`config.mk`:
```
export PLATFORM = sky130hd
export DESIGN_NAME = module_bin_to_bcd
export DESIGN_NICKNAME = d
export VERILOG_FILES = /design/src/rtl/module_bin_to_bcd_pkg.sv /design/src/rtl/module_bcd_add3.sv /design/src/rtl/module_bin_to_bcd.sv
export SDC_FILE = /design/constraint.sdc
export NUM_CORES = 1
export LEC_CHECK = 0
export BUFFER_PORTS_ARGS = -buffer_cell sky130_fd_sc_hd__buf_2
export CAP_MARGIN = 20
export CORE_MARGIN = 4
export CORE_UTILIZATION = 53
export CTS_BUF_LIST = sky130_fd_sc_hd__clkbuf_4
export CTS_CLUSTER_SIZE = 20
export DETAILED_ROUTE_END_ITERATION = 8
export PLACE_DENSITY = 0.77
export SYNTH_ARGS = -nofsm -noshare
export SYNTH_HDL_FRONTEND = slang
export SYNTH_SLANG_ARGS = --single-unit
```
`constraint.sdc`:
```
create_clock -name clk -period 1.75 [get_ports clk]
set_input_delay 0.35 -clock clk [delete_from_list [all_inputs] [get_ports clk]]
set_output_delay 0.35 -clock clk [all_outputs]
set_load 0.02 [all_outputs]
```
`src/rtl/module_bin_to_bcd_pkg.sv`:
```
// module_bin_to_bcd_pkg: shared types and defaults for the binary-to-BCD converter.
package module_bin_to_bcd_pkg;
    localparam int DEF_WIDTH  = 16;
    localparam int DEF_DIGITS = 5;
    typedef enum logic {IDLE, SHIFT} state_t;
    typedef logic [3:0] bcd_digit_t;
endpackage

```
`src/rtl/module_bcd_add3.sv`:
```
// module_bcd_add3: double-dabble correction cell, adds 3 to a digit of 5 or more.
module module_bcd_add3
    import module_bin_to_bcd_pkg::*;
(
    input  bcd_digit_t d,
    output bcd_digit_t q
);
    assign q = (d >= 4'd5) ? d + 4'd3 : d;
endmodule

```
`src/rtl/module_bin_to_bcd.sv`:
```
// module_bin_to_bcd: sequential shift-add-3 converter, one binary bit per clock.
module module_bin_to_bcd
    import module_bin_to_bcd_pkg::*;
#(
    parameter int WIDTH  = DEF_WIDTH,
    parameter int DIGITS = DEF_DIGITS
) (
    input  logic                  clk,
    input  logic                  rst,
    input  logic                  start,
    input  logic [WIDTH-1:0]      bin_in,
    output logic                  busy,
    output logic                  done,
    output logic [4*DIGITS-1:0]   bcd_out
);
    localparam int CW = $clog2(WIDTH);
    localparam int BW = 4 * DIGITS;
    localparam logic [CW-1:0] LAST = CW'(WIDTH - 1);

    state_t              state_q, state_d;
    logic [BW+WIDTH-1:0] sr_q, sr_d;
    logic [CW-1:0]       cnt_q, cnt_d;
    logic [BW-1:0]       bcd_q, bcd_d;
    logic [BW-1:0]       corr;
    logic                done_q, done_d;
    logic                busy_q, busy_d;

    for (genvar g = 0; g < DIGITS; g++) begin : g_add3
        module_bcd_add3 u_add3 (
            .d(sr_q[WIDTH+4*g +: 4]),
            .q(corr[4*g +: 4])
        );
    end

    // scratch digits and the binary operand live in one register so a single shift moves the MSB across
    always_comb begin
        state_d = state_q;
        sr_d    = sr_q;
        cnt_d   = cnt_q;
        bcd_d   = bcd_q;
        busy_d  = busy_q;
        done_d  = 1'b0;
        if (state_q == IDLE) begin
            if (start) begin
                sr_d    = {{BW{1'b0}}, bin_in};
                cnt_d   = '0;
                busy_d  = 1'b1;
                state_d = SHIFT;
            end
        end else begin
            sr_d  = {corr, sr_q[WIDTH-1:0]} << 1;
            cnt_d = cnt_q + 1'b1;
            if (cnt_q == LAST) begin
                bcd_d   = sr_d[BW+WIDTH-1:WIDTH];
                done_d  = 1'b1;
                busy_d  = 1'b0;
                state_d = IDLE;
            end
        end
    end

    always_ff @(posedge clk or posedge rst) begin
        if (rst) begin
            state_q <= IDLE;
            sr_q    <= '0;
            cnt_q   <= '0;
            bcd_q   <= '0;
            done_q  <= 1'b0;
            busy_q  <= 1'b0;
        end else begin
            state_q <= state_d;
            sr_q    <= sr_d;
            cnt_q   <= cnt_d;
            bcd_q   <= bcd_d;
            done_q  <= done_d;
            busy_q  <= busy_d;
        end
    end

    assign busy    = busy_q;
    assign done    = done_q;
    assign bcd_out = bcd_q;
endmodule
```
Word level (Yosys, flattened, before mapping)
Cells that the tools add are included.

$add $sub $neg: 6. $mul: 0. Div/mod/pow operators: 0. Magnitude comparators: 5. Eq/ne operators: 2. Shifts and indexed selects: 0. Muxes and demuxes: 17. Bitwise gates (word level): 0. Reduce and logical (&&, ||, !) cells: 3.

Operators by type and width (count): $mux 36 (2); $mux 4 (6); $ge 4x3->1 const B (5); $add 4x2->4 const B (4); $mux 1 (8); $add 4x1->4 const B (1); $eq 4x4->1 const B (1); $reduce_and 2->1 (2); $add 3x2->3 const B (1); $mux 3 (1); $ne 2x1->1 const B (1); $reduce_bool 2->1 (1).

Register bits: 63. Bits in latches: 0. RAM bits: 0. Memory bits (read-only): 0. Input bits: 19. Output and inout bits: 22. Logic and storage cells: 39. Memories kept: 0.

Depth between registers and ports, before layout
Depth after elaboration: 3. Mapped depth: 6. Gate-level depth less buffers: 6.

Cells and area by module
Synthesis repeated with hierarchy kept, for this count alone.

Cell total of the unflattened synthesis: 307. Area, all modules: 3005.4 um2.

By module, submodules not included: module_bin_to_bcd (times used 1, cells each 227, area each 2498.6 um2); module_bcd_add3 (times used 5, cells each 16, area each 101.3 um2).

Worst setup path after synthesis
Ideal clock, no wire load.

Kind: register to register. From: register sr_q[28]. To: register sr_q[30]. Arrival time: 1.411 ns. Required time: 1.668 ns. Setup slack: 0.257 ns. Cell stages (with the launch flop): 7. Path buffers: 0. Clock period less this slack: 1.493 ns. Path through: dfrtp_1 inv_1 ha_1 nand2b_1 a21oi_1 mux2_2 o22ai_1.

Longest elaborated chain between the ends: 3.

Ends and longest elaborated chain: start, declared (RTL line module_bin_to_bcd.sv:21) `logic [BW+WIDTH-1:0] sr_q, sr_d;`; start signal, assigned (RTL line module_bin_to_bcd.sv:72) `sr_q <= sr_d;`; $add 4x2->4 / $ge 4x3->1 (equally long branches) (RTL line module_bcd_add3.sv:8) `assign q = (d >= 4'd5) ? d + 4'd3 : d;`; $mux 4 (*) (RTL line module_bcd_add3.sv:8); $mux 36 (*) (RTL line module_bin_to_bcd.sv:43) `if (state_q == IDLE) begin`.

Mark *: on every way between the ends. The rest lies on a longest branch, timed or not. A chain may end at the register's enable or synchronous reset.

Final worst setup path
Same ends and word-level chain as after synthesis.

==> metrics <==
Max-Cap Viols=0; TritonCTS Sinks=between 60 and 70; fin area=between 3000 and 4000 µm²; global-route wire length before repair=about 9.5 mm; wire length per cell=13.7 µm; Yosys Warn Count=0; routing usage on met3=~6.6%; CP Capture Type=flop; row count=26; total wire length=approximately 5.5 mm; final hold vios=0; Final HPWL DP=slightly below 4 mm; commonest non-fill, non-tap cell in the layout=dfrtp_1; worst skew pair latency=about 400 ps; Hold WC Path Type=primary input to flop; synth top area cells=dfrtp_1 54%, nand2_1 6.4%, mux2i_1 6.1%, o21ai_0 5.1%, ha_1 4.7%; Post-DP Area=approximately 3200 µm²; DRC viols=0; Min Hold Slack=216 ps; kind of critical path=flop to flop; ant diodes=0; clock buffer depth=2; RSZ-0062 raised after global routing=no; highest-count cells in the layout ignoring fill and taps=63 x dfrtp_1, 50 x nand2_1, 40 x buf_2, 30 x o21ai_0, 18 x mux2i_1; layout cell share with drive strength beyond 1=between 20% and 30%; Clock Skews=about 14 ps; Leak Pwr=0.00160 µW; fin crit share=about nine tenths; I/O pin cnt=41; min Tclk post-route=1600 ps; DR iter-0 viols=93; Max Fanout on Critical Path=4; Die Wd=between 80 and 90 µm; Reg clk slew, reported paths=100 ps; Max VDD drop=0.000820 V; Cell Pwr Density=roughly 1800 nW/µm²; vias in the first global route=between 2,000 and 2,500; Most Crowded Layer GR=met2; required time of the critical path=between 2000 and 2500 ps; Synth top area share=approximately 54%; Synth Instances=285; final RePlAce weighted congestion=approximately 0.83; vias post-DR=2,110; post-synthesis register bit count=between 60 and 70; core footprint=5240 µm²; sequential share of the synthesized area=a little over half; initial antenna violation count=0; nets@finish=approximately 360; M1 GR Usage=23.6%; CTS tree=yes; met2 Use GR=29.1%; Post-Synthesis Cell Area=about 2900 µm²; Worst-Margin Slew=roughly 420 ps; Startpoint Class=flop; number of flops mapped to enable cells by yosys=0; # H-tree levels=3; total CTS buffers=9; gr usage total=between 15 and 20%; Vias/cell=approximately 5.3; final-layout fill cell count=between 400 and 500; Rel. slew slack=between 70 and 80%; root buf cell=clkbuf_4; GR Overflow Total=0; Detailed Routing Iterations Pass 1=4; syn_area_per_cell=10.3 µm²; setup_tns=0 ps; count of different cell masters after synthesis=26; top_reg_cell synth=dfrtp_1; largest net degree at the start of global routing=between 40 and 50; Final ANT Viol Nets=0; area leader, netlist=dfrtp_1; Worst Path Arrival=1930 ps; Port Buffers=40; Max Slew Vio Count=0; area grow syn2layout=13.0%; Initial Util=56.1%; Die Height=roughly 80 µm; syn nets=around 320; outcome=finished, final reports clean; Setup violations, final=0; Fmax=625 MHz; asr flop ratio synth=100%; die footprint=around 6800 µm²
[synthesized netlist by cell type (2+ instances only)]
master and n:
a21o_1 4, a21oi_1 15, a21oi_2 3, buf_2 9, buf_4 2, clkbuf_1 4
dfrtp_1 63, ha_1 11, inv_1 13, mux2_2 4, mux2_4 4, mux2i_1 18
nand2_1 50, nand2b_1 5, nand4_1 2, nor2_1 4, nor3_1 3, nor3b_1 11
o21ai_0 30, o21ai_1 9, o22ai_1 12, xnor2_1 5
[cell families (layout without fill, tap and decap cells)]
family / Yosys count / count (layout) / share of synthesized area (%)
flip-flops: 63 / 63 / 53.6
AND/OR/NAND/NOR: 75 / 75 / 11.7
XOR/XNOR: 5 / 5 / 1.49
adder cells (fa/ha/maj): 11 / 11 / 4.68
multiplexers: 26 / 26 / 9.71
buffers and inverters: 29 / 75 / 4.34
AO/OA/AOI/OAI: 76 / 76 / 14.4
[repair_timing]
item	4_1_cts	5_1_grt
gates resized for setup	0	2
setup endpoints to repair	0	2
hold buffers	1	0
hold endpoints to repair	15	0
buffers inserted	0	0
[worst paths after layout]
check / from / endpoint / slack (ps) / depth (start not counted)
max reg2reg: sr_q[28] / sr_q[30] / 150 / 6
min reg2reg: bcd_out[0] / bcd_out[0] / 480 / 2
max in group asynchronous: rst / sr_q[18] / 730 / 4
min: bin_in[0] / sr_q[0] / 220 / 3
min in group asynchronous: rst / bcd_out[18] / 480 / 3
max: sr_q[28] / sr_q[30] / 150 / 6
[registers in the layout, indices dropped and copies added (netlist names)]
name     flops
bcd_out     20
done         1
cnt_q        4
sr_q        36
state_q      1
busy         1
[critical path, stage by stage (launching register included)]
cell	delay, ps
dfrtp_1	420
inv_1	100
ha_1	190
nand2b_1	70
a21oi_1	240
mux2_2	370
o22ai_1	150
[where the power goes]
part	internal (µW)	total, µW	switching, µW	leakage [µW]
Combinational	1220	2800	1580	0.000755
Clock	253	729	476	0.0000500
Sequential	2100	2560	458	0.000797
[layout make-up]
class	instances	area, µm²	share of cell area [%]
Clock buffer	9	67.6	2.03
Clock inverter	4	16.3	0.490
Inverter	14	56.3	1.70
Multi-Input combinational cell	193	1240	37.4
Sequential cell	63	1580	47.5
Tap cell	70	87.6	2.64
Timing Repair Buffer	48	275	8.29
[stage by stage]
stage	setup slack (ps)	util [%]	power, µW	std cells
6_report	149	63.4	6080	401
5_1_grt	29.8	63.4	6670	401
4_1_cts	121	63.3	6130	401
3_5_place_dp	123	61.5	5400	387
3_3_place_gp	224	61.5	5230	387
2_1_floorplan	257	-	4640	285
[routing by layer]
metal	share of wire, %	up-vias
met5	0	-
met4	1.3	0
met3	5.7	9
met2	47	53
met1	46	983
li1	-	1065
(Power assumes the default switching activity.)
